===== src/rtl/ram_loader.sv =====
// ram_loader: loads a framed byte stream (length, data, checksum) into the
// program RAM and holds the CPU in clear until a load has verified.
//
// state   | meaning
// --------+---------------------------------------------------------------
// S_IDLE  | after reset, waiting for start; CPU not held
// S_LEN   | waiting for the length byte
// S_DATA  | receiving data bytes, one RAM write per accepted byte
// S_CHK   | waiting for the checksum byte
// S_DONE  | last load verified; CPU released
// S_ERROR | last load failed (checksum or timeout); CPU kept in clear
module ram_loader #(
  parameter int ADDR_W  = 4,
  parameter int DATA_W  = 8,
  parameter int TIMEOUT = 255
) (
  input  logic              clk,
  input  logic              clr,
  input  logic              start,
  input  logic [DATA_W-1:0] byte_in,
  input  logic              byte_valid,
  output logic              byte_ready,
  output logic              ram_we,
  output logic [ADDR_W-1:0] ram_addr,
  output logic [DATA_W-1:0] ram_data,
  output logic              cpu_clr_n,
  output logic              done,
  output logic              err
);

  localparam int WORDS = 2 ** ADDR_W;
  localparam int TMR_W = $clog2(TIMEOUT + 1);
  localparam logic [ADDR_W:0]  FULL_LEN = (ADDR_W + 1)'(WORDS);
  // Idle count at which one more idle cycle would reach TIMEOUT.
  localparam logic [TMR_W-1:0] TMR_LAST = TMR_W'(TIMEOUT - 1);

  typedef enum logic [2:0] {
    S_IDLE,
    S_LEN,
    S_DATA,
    S_CHK,
    S_DONE,
    S_ERROR
  } state_t;

  state_t            state, state_nxt;
  logic [ADDR_W:0]   len, len_nxt;
  logic [ADDR_W-1:0] idx, idx_nxt;
  logic [DATA_W-1:0] sum, sum_nxt;
  logic [TMR_W-1:0]  tmr, tmr_nxt;
  logic              we_nxt;
  logic [ADDR_W-1:0] addr_nxt;
  logic [DATA_W-1:0] data_nxt;
  logic              clr_n_nxt;
  logic              done_nxt;
  logic              err_nxt;
  logic              xfer;
  logic              last_word;
  logic [ADDR_W:0]   len_raw;
  logic [ADDR_W:0]   len_dec;

  // Stream is open only while a frame is being received.
  assign byte_ready = (state == S_LEN) || (state == S_DATA) || (state == S_CHK);
  assign xfer       = byte_valid && byte_ready;

  // Length field: zero or anything beyond the RAM size means a full image.
  assign len_raw = byte_in[ADDR_W:0];
  assign len_dec = ((len_raw == '0) || (len_raw > FULL_LEN)) ? FULL_LEN : len_raw;

  // The index stops at the final word instead of wrapping.
  assign last_word = ({1'b0, idx} == (len - 1'b1));

  // State register and all registered outputs/counters.
  always_ff @(posedge clk or posedge clr) begin
    if (clr) begin
      state     <= S_IDLE;
      len       <= '0;
      idx       <= '0;
      sum       <= '0;
      tmr       <= '0;
      ram_we    <= 1'b0;
      ram_addr  <= '0;
      ram_data  <= '0;
      cpu_clr_n <= 1'b1;
      done      <= 1'b0;
      err       <= 1'b0;
    end else begin
      state     <= state_nxt;
      len       <= len_nxt;
      idx       <= idx_nxt;
      sum       <= sum_nxt;
      tmr       <= tmr_nxt;
      ram_we    <= we_nxt;
      ram_addr  <= addr_nxt;
      ram_data  <= data_nxt;
      cpu_clr_n <= clr_n_nxt;
      done      <= done_nxt;
      err       <= err_nxt;
    end
  end

  // Next-state, counter and output decode.
  always_comb begin
    state_nxt = state;
    len_nxt   = len;
    idx_nxt   = idx;
    sum_nxt   = sum;
    tmr_nxt   = tmr;
    we_nxt    = 1'b0;
    addr_nxt  = ram_addr;
    data_nxt  = ram_data;
    clr_n_nxt = cpu_clr_n;
    done_nxt  = done;
    err_nxt   = err;

    case (state)
      S_IDLE, S_DONE, S_ERROR: begin
        if (start) begin
          state_nxt = S_LEN;
          clr_n_nxt = 1'b0;
          done_nxt  = 1'b0;
          err_nxt   = 1'b0;
          idx_nxt   = '0;
          sum_nxt   = '0;
          tmr_nxt   = '0;
        end
      end

      S_LEN: begin
        if (xfer) begin
          len_nxt   = len_dec;
          tmr_nxt   = '0;
          state_nxt = S_DATA;
        end
      end

      S_DATA: begin
        if (xfer) begin
          we_nxt   = 1'b1;
          addr_nxt = idx;
          data_nxt = byte_in;
          sum_nxt  = sum + byte_in;
          tmr_nxt  = '0;
          if (last_word) begin
            state_nxt = S_CHK;
          end else begin
            idx_nxt = idx + 1'b1;
          end
        end
      end

      S_CHK: begin
        if (xfer) begin
          tmr_nxt = '0;
          if (byte_in == sum) begin
            state_nxt = S_DONE;
            done_nxt  = 1'b1;
            clr_n_nxt = 1'b1;
          end else begin
            state_nxt = S_ERROR;
            err_nxt   = 1'b1;
          end
        end
      end

      default: begin
        state_nxt = S_IDLE;
      end
    endcase

    // Inter-byte timeout; an accepted byte always wins over expiry.
    if (byte_ready && !xfer) begin
      if (tmr == TMR_LAST) begin
        state_nxt = S_ERROR;
        err_nxt   = 1'b1;
      end else begin
        tmr_nxt = tmr + 1'b1;
      end
    end
  end

endmodule


===== config.mk =====
export PLATFORM = sky130hd
export DESIGN_NAME = ram_loader
export DESIGN_NICKNAME = d
export VERILOG_FILES = /design/src/rtl/ram_loader.sv
export SDC_FILE = /design/constraint.sdc
export NUM_CORES = 1
export LEC_CHECK = 0
export ABC_CLOCK_PERIOD_IN_PS = 5150
export CORE_MARGIN = 10
export CORE_UTILIZATION = 35
export DETAILED_ROUTE_END_ITERATION = 10
export HOLD_SLACK_MARGIN = 0.06
export PLACE_DENSITY = 0.65
export SYNTH_ARGS = -nofsm -noshare
export SYNTH_HDL_FRONTEND = slang
export SYNTH_SLANG_ARGS = --single-unit
export TNS_END_PERCENT = 5

===== constraint.sdc =====
create_clock -name clk -period 5.15 [get_ports clk]
set_input_delay 0.515 -clock clk [delete_from_list [all_inputs] [get_ports clk]]
set_output_delay 0.515 -clock clk [all_outputs]
set_load 0.1 [all_outputs]

# Word-level counts from Yosys, hierarchy flattened
# Index checks and enable logic that the tools add are counted.
# word_totals
romBits	0
memories	0
mem_bits_rw	0
wordCells	80
output_inout_bits	17
regBits	44
latchBits	0
# classes
n_reduce_logical	17
n_eq_ne	13
shifts	0
order_cmp	1
addsub	4
bitwise	0
div_mod_pow	0
n_mul	0
muxes	34
# ops
operator	n
2-to-1 mux 8 bit	6
one-hot mux 8 bit (2 select lines)	2
2-to-1 mux 3 bit	7
2-to-1 mux 4 bit	3
one-hot mux 3 bit (4 select lines)	1
2-to-1 mux 1 bit	11
adder 8 x 1 -> 8 bit (second input constant)	1
adder 8 bit	1
== test 8 bit	1
== test 8 bit (second input constant)	1
!= test 2 bit (second input constant)	4
one-hot mux 4 bit (2 select lines)	1
AND reduction 4 bit	2
== test 3 x 2 -> 1 bit (second input constant)	2
== test 3 bit (second input constant)	2
OR reduction 3 bit	2
== test 4 x 5 -> 1 bit	1
> comparator 5 bit (second input constant)	1
zero test 5 bit	1
2-to-1 mux 5 bit	1
subtractor 5 x 1 -> 5 bit (second input constant)	1
adder 4 x 1 -> 4 bit (second input constant)	1
one-hot mux 1 bit (2 select lines)	2
AND reduction 2 bit	2
other kinds (8)	12

# Depth between registers and ports, before layout
# Gate-level depths: netlist of the first run.
# logic_depth
ltp_word	8
ltp_mapped	9

# Least setup slack after synthesis of the first run
# OpenSTA, ideal clock, no wires.
# synth_path
path_kind	reg-to-reg
start	register state[2]
end	register state[0]
path_stages_with_launch	5
arrival_time_ns	1.832
path_slack_ns	3.179
path_buffers	0
period_less_slack_ns	1.971
setup_ns	0.139
required_ns	5.011
path_cell_list	dfrtp_1 -> o21bai_2 -> inv_1 -> a31oi_1 -> or4_4
# synth_between
elab_chain_cells	8
elab_cells_between_ends	18
cone_classes	eq/ne (5); mux (6); reduce/logical (7)
# synth_rtl
item	line_no	text
start, declared	46	state_t state, state_nxt;
start signal, assigned	88	state <= state_nxt;
== test 3 x 1 -> 1 bit / == test 3 x 2 -> 1 bit (equally long branches)	63	assign byte_ready = (state == S_LEN) || (state == S_DATA) || (state == S_CHK);
logical OR 1 bit	63	
logical OR 1 bit *	63	
net byte_ready	22	output logic byte_ready,
logical AND 1 bit	64	assign xfer = byte_valid && byte_ready;
2-to-1 mux 3 bit (on tied branches)	153, 130, 138	
one-hot mux 3 bit (4 select lines)	116	case (state)
2-to-1 mux 3 bit	173	if (tmr == TMR_LAST) begin
2-to-1 mux 3 bit *	172	if (byte_ready && !xfer) begin
net state_nxt[0]	46	
# Mark *: on every way through the listed nets, which the timed path passes. The rest lies on a longest branch.
# A chain may end at the register's enable or synchronous reset.

# Final worst setup path of the first run
# layout_path
start	input port byte_valid
end	register sum[6]
# layout_between
elab_chain_cells	3
# layout_rtl
item	line_no	text
start, declared	21	input logic byte_valid,
logical AND 1 bit	64	
!= test 2 bit (no line)	n/a	
AND reduction 3 bit (no line)	n/a	
end signal, assigned	91	sum <= sum_nxt;
end, declared	49	logic [DATA_W-1:0] sum, sum_nxt;
# No other way between the ends.

==> impl_metrics.json, run 1 <==
{
  "dp_slack_ns": 1.735,
  "drive_gt1_frac": 0.06164,
  "viasPerCell": 4.881,
  "placed_cell_area_um2": 2813,
  "setup-violations-final": 0,
  "synth.distinct_cells": 48,
  "antenna_found_initial": 0,
  "synth_top_family_by_area": "simple AND/OR/NAND/NOR gates",
  "slowest_delay_ns": 0.72,
  "fin_crit_sh": 0.5918,
  "grt_usage": 0.09991,
  "synth-simple-area-share": 0.2245,
  "core_um2": 6794,
  "die_y_um": 103.5,
  "max_clock_freq_mhz": 328.1,
  "nNetsFinal": 316,
  "post_cts_buffers": 0,
  "drtIter0Drc": 67,
  "n_antenna_cell": 0,
  "grt_pass1_vias": 1917,
  "dr.pass1.iters": 4,
  "cp_slowest_cell": "inv_1",
  "portBuffers": 28,
  "power_leakage_nw": 1.388,
  "crit_fanout": 22,
  "hold_path.class": "flop to flop",
  "routedWlPerCell_um": 13.52,
  "syn-num-nets": 288,
  "ios": 29,
  "rsz0062_at_grt": "false",
  "crit_path_cell_trace": "clkdlybuf4s50_1 -> and2b_1 -> nand2b_1 -> inv_1 -> o21ba_2 -> a221oi_1 -> nand2_1",
  "syn_area_um2": 2441,
  "clkTransAtPathRegs_ns": 0.08,
  "cts_buffers": 5,
  "grt_max_degree": 45,
  "synth_edf_count": 0,
  "cts_max_path_buffers": 2,
  "cp_data_required_time_ns": 5.34,
  "cp-start-kind": "primary input",
  "synthCells": 263,
  "clock_latency_ns": 0.30,
  "ys_seq_elements": 44,
  "hpwl_mm": 3.870,
  "synthMuxAreaShare": 0.02153,
  "synth_compound_area_frac": 0.1420,
  "dieArea_um2": 10720,
  "tightest_slew_ns": 0.9802,
  "synth_warnings": 0,
  "htree_num_levels": 2,
  "critPathArrivalTime_ns": 3.23,
  "fin_ws_ns": 2.102,
  "start_util": 0.3593,
  "drv_cap": 0,
  "clock_skew_ns": 0.003106,
  "yosys.area_share.xor_xnor": 0.05741,
  "peakVddDrop_mv": 0.1855,
  "final_area_um2": 2934,
  "layout_commonest_cell": "nand2_1",
  "min_period_ns": 3.048,
  "relSlewSlack": 0.3445,
  "power.density_nw_per_um2": 628.7,
  "cts_resized": 0,
  "synth_seq_area_share": 0.4516,
  "grt-ovfl-total": 0,
  "num_vias": 1894,
  "synth_fa_ha_area_frac": 0.06971,
  "cts_sinks": 44,
  "layout_common_cells": "nand2_1, dfrtp_1, clkdlybuf4s50_1",
  "place_congestion": 0.8277,
  "drt_wl_total_mm": 5.245,
  "synthToLayoutAreaGrowth_pct": 20.19,
  "cts_root_buf": "clkbuf_8",
  "cts_hold_buf": 0,
  "finalMaxSlewViolations": 0,
  "synth_ff_type": "dfrtp_1",
  "fillerInstances": 670,
  "drc": 0,
  "die_w_um": 103.5,
  "final_hold_viol_count": 0,
  "synthArstFlopShare": 1.000,
  "grt_pass1_wl_mm": 9.087,
  "setup.worst_path.class": "primary input to flop",
  "setup-tns-final_ns": 0,
  "critPathCaptureType": "flop",
  "cts_tree": "built",
  "status": "finished, final reports clean",
  "ant_nets": 0,
  "num_rows": 30,
  "avgSynthCellArea_um2": 9.282
}
logic make-up (layout without fill, tap and decap cells):
| group | count (synthesis) | count (layout) |
|---|---|---|
| buffers and inverters | 20 | 49 |
| adder cells (fa/ha/maj) | 13 | 13 |
| multiplexers | 5 | 5 |
| AO/OA/AOI/OAI | 49 | 49 |
| flip-flops | 44 | 44 |
| AND/OR/NAND/NOR | 116 | 116 |
| XOR/XNOR | 16 | 16 |
worst max-delay path: cells and delay by family:
kind	cells	cell delay [ns]
buffers and inverters	2	1.35
AOI/OAI and AO/OA	2	0.62
and+or+nand+nor	3	0.74
metrics by stage:
| step | instances | power [mW] | hold slack (ns) | util |
|---|---|---|---|---|
| floorplan | 263 | 1.356 | 0.4538 | - |
| global placement | 380 | 1.561 | 0.4629 | 0.4140 |
| detailed placement | 380 | 1.579 | 0.4624 | 0.4140 |
| CTS | 388 | 1.864 | 0.4834 | 0.4319 |
| global route | 388 | 1.979 | 0.5001 | 0.4319 |
| finish | 388 | 1.845 | 0.4793 | 0.4319 |
cell usage after synthesis, drive strengths merged, types with 2 or more instances:
master	instances	area share
o21ai	17	0.035
a31oi	3	0.014
nand2	59	0.091
a211oi	3	0.0092
xor2	11	0.039
xnor2	5	0.018
nor3	5	0.010
mux2	2	0.0092
ha	12	0.062
nor4	2	0.0051
or4	2	0.0077
o21bai	4	0.014
nand3	4	0.0082
nor2	16	0.025
o21a	2	0.0061
nand3b	3	0.0092
nand2b	9	0.023
nand4	4	0.010
and3	4	0.010
buf	7	0.013
nor2b	2	0.0051
mux2i	3	0.012
inv	12	0.018
a22o	3	0.011
a21o	4	0.012
a21oi	6	0.012
dfrtp	43	0.44
final cells by class:
type	count	area, um2	area share
clock buffers	6	82.58	0.02815
clock inverters	2	38.79	0.01322
inverters	12	45.04	0.01535
multi-input cells	199	1257	0.4286
flip-flops and latches	44	1102	0.3757
well taps	96	120.1	0.04094
repair buffers	29	287.8	0.09808
where the power goes:
part | switching [mW] | total, mW | internal (mW)
Sequential | 0.101 | 0.557 | 0.456
Clock | 0.122 | 0.281 | 0.159
Combinational | 0.690 | 1.01 | 0.316
path summary, 6_finish.rpt:
kind | from | cells past startpoint | slack, ns | to
max | byte_valid | 7 | 2.10 | sum[6]
max in group asynchronous | clr | 3 | 4.11 | cpu_clr_n
max reg2reg | state[0] | 6 | 2.44 | sum[6]
min in group asynchronous | clr | 3 | 0.66 | sum[5]
min | ram_data[3] | 2 | 0.48 | ram_data[3]
min reg2reg | ram_data[3] | 2 | 0.48 | ram_data[3]
per-layer routing:
metal,vias to the layer above,part of all wire,GRT usage
met4,0,0.017,0.04032
met5,-,0,0
met3,8,0.023,0.02169
li1,954,-,-
met1,907,0.44,0.1148
met2,25,0.52,0.1748
flip-flops by register name, summed over array words and instances, names as in the netlist:
name / flops
cpu_clr_n: 1
done: 1
err: 1
idx: 4
len: 5
ram_addr: 4
ram_data: 8
ram_we: 1
state: 3
sum: 8
tmr: 8
No activity file was read; power rests on OpenSTA's default activity.
==> run 2: changes to the inputs <==
--- a/config.mk
+++ b/config.mk
@@ -5,12 +5,12 @@
 export SDC_FILE = /design/constraint.sdc
 export NUM_CORES = 1
 export LEC_CHECK = 0
-export ABC_CLOCK_PERIOD_IN_PS = 5150
+export ABC_CLOCK_PERIOD_IN_PS = 2600
 export CORE_MARGIN = 10
 export CORE_UTILIZATION = 35
 export DETAILED_ROUTE_END_ITERATION = 10
 export HOLD_SLACK_MARGIN = 0.06
-export PLACE_DENSITY = 0.65
+export PLACE_DENSITY = 0.67
 export SYNTH_ARGS = -nofsm -noshare
 export SYNTH_HDL_FRONTEND = slang
 export SYNTH_SLANG_ARGS = --single-unit
==> constraint.sdc (replaced) <==
create_clock -name clk -period 2.6 [get_ports clk]
set_input_delay 0.26 -clock clk [delete_from_list [all_inputs] [get_ports clk]]
set_output_delay 0.26 -clock clk [all_outputs]
set_load 0.1 [all_outputs]
==> run 2 against run 1 <==
Net effect: utilization is 0.76 points lower; via count grew 0.84%; hold slack worse by 0.070 ns; wire length grew 0.17%; register-to-register slack got worse by 1.9 ns; clock skew is 0.0025 ns higher; critical path depth fell by 1; clock power grew 58%; first-iteration DRC count grew 28%; global-route usage is 0.15 points higher; non-clock buffer count up 3; combinational power grew 97%; critical endpoint is now state[0]; highest routed layer unchanged.
==> impl_metrics.json, run 2 (synthesis results as in run 1) <==
{
  "status": "finished, final reports clean",
  "start_util": 0.3593,
  "fillerInstances": 661,
  "placed_cell_area_um2": 2793,
  "clock_skew_ns": 0.005630,
  "htree_num_levels": 2,
  "drive_gt1_frac": 0.1220,
  "drt_wl_total_mm": 5.254,
  "num_vias": 1910,
  "drc": 0,
  "min_period_ns": 2.060,
  "tightest_slew_ns": 0.5730,
  "drtIter0Drc": 86,
  "swShare": 0.5123,
  "finalMaxSlewViolations": 0,
  "core_um2": 6794,
  "grt_pass1_wl_mm": 9.384,
  "seqPwrFrac": 0.312,
  "num_rows": 30,
  "layout_commonest_cell": "nand2_1",
  "n_antenna_cell": 0,
  "clock_latency_ns": 0.30,
  "post_cts_buffers": 0,
  "cts_hold_buf": 0,
  "max_clock_freq_mhz": 485.4,
  "dp_slack_ns": 0.2362,
  "combPwrFrac": 0.562,
  "cp_data_required_time_ns": 2.77,
  "fin_crit_sh": 0.7924,
  "critPathArrivalTime_ns": 2.23,
  "grt_max_degree": 45,
  "pwr-share-clk": 0.126,
  "ant_nets": 0,
  "dr.pass1.iters": 5,
  "rsz0062_at_grt": "false",
  "antenna_found_initial": 0,
  "layout_common_cells": "nand2_1, dfrtp_1, buf_4",
  "viasPerCell": 4.885,
  "fin_ws_ns": 0.5397,
  "p_switching_mw": 1.810,
  "cts_root_buf": "clkbuf_8",
  "setup-violations-final": 0,
  "critPathCaptureType": "flop",
  "power_leakage_nw": 1.413,
  "grt_usage": 0.1014,
  "setup.worst_path.class": "primary input to flop",
  "synthToLayoutAreaGrowth_pct": 18.09,
  "hpwl_mm": 3.856,
  "place_congestion": 0.8365,
  "cts_sinks": 44,
  "portBuffers": 28,
  "nNetsFinal": 319,
  "dieArea_um2": 10720,
  "cts_max_path_buffers": 2,
  "ios": 29,
  "reg_top3": "ram_data x8, sum x8, tmr x8",
  "die_y_um": 103.5,
  "hold_path.class": "primary input to async pin",
  "cts_tree": "built",
  "clkTransAtPathRegs_ns": 0.08,
  "cts_buffers": 5,
  "p_int_mw": 1.723,
  "die_w_um": 103.5,
  "grt_pass1_vias": 1931,
  "grt-ovfl-total": 0,
  "peakVddDrop_mv": 0.5776,
  "cp-start-kind": "primary input",
  "power.density_nw_per_um2": 1226,
  "crit_fanout": 5,
  "cts_resized": 0,
  "setup-tns-final_ns": 0,
  "drv_cap": 0,
  "fin_util": 0.4243,
  "relSlewSlack": 0.6180,
  "final_area_um2": 2883,
  "routedWlPerCell_um": 13.44,
  "final_hold_viol_count": 0
}
-- run 2: layout make-up --
| cell class | instances | area (um2) | share of cell area |
|---|---|---|---|
| well taps | 96 | 120.1 | 0.04167 |
| multi-input cells | 199 | 1257 | 0.4362 |
| clock buffers | 8 | 90.09 | 0.03125 |
| inverters | 12 | 45.04 | 0.01563 |
| repair buffers | 32 | 267.8 | 0.09288 |
| flip-flops and latches | 44 | 1102 | 0.3824 |
-- run 2: critical path, cell delays in order --
cell	delay (ns)
clkdlybuf4s50_1	0.47
ha_1	0.39
nor4_1	0.34
and3_1	0.26
a31oi_1	0.10
or4_4	0.42
-- run 2: layer usage --
layer	track usage	routed length (um)
met4	0.04435	102
met1	0.1276	2528
met3	0.02107	168
met5	0	0
met2	0.1631	2455
-- run 2: worst paths after layout --
| kind | from | to | slack (ns) | cells after the start |
|---|---|---|---|---|
| min | clr | tmr[1] | 0.41 | 3 |
| max reg2reg | len[0] | state[0] | 0.54 | 7 |
| max in group asynchronous | clr | tmr[5] | 1.80 | 3 |
| min reg2reg | ram_addr[3] | ram_addr[3] | 0.48 | 2 |
| min in group clk | ram_addr[3] | ram_addr[3] | 0.48 | 2 |
| max | byte_in[2] | state[0] | 0.54 | 6 |
-- run 2: power by group through the flow --
stage	combinational (mW)	sequential (mW)	clock (mW)
detailed placement	2.00	1.12	0
floorplan	0.998	1.69	0
finish	1.99	1.10	0.445
global placement	1.97	1.11	0
CTS	2.00	1.11	0.464
global route	2.16	1.14	0.487
-- run 2: per-stage QoR --
step                      power [mW]  hold slack (ns)  std cells
after CTS                      3.574           0.4280        391
final                          3.534           0.4091        391
after detailed placement       3.113           0.4649        383
after global routing           3.786           0.4673        391
after floorplan                2.686           0.3654        263
after global placement         3.080           0.4595        383
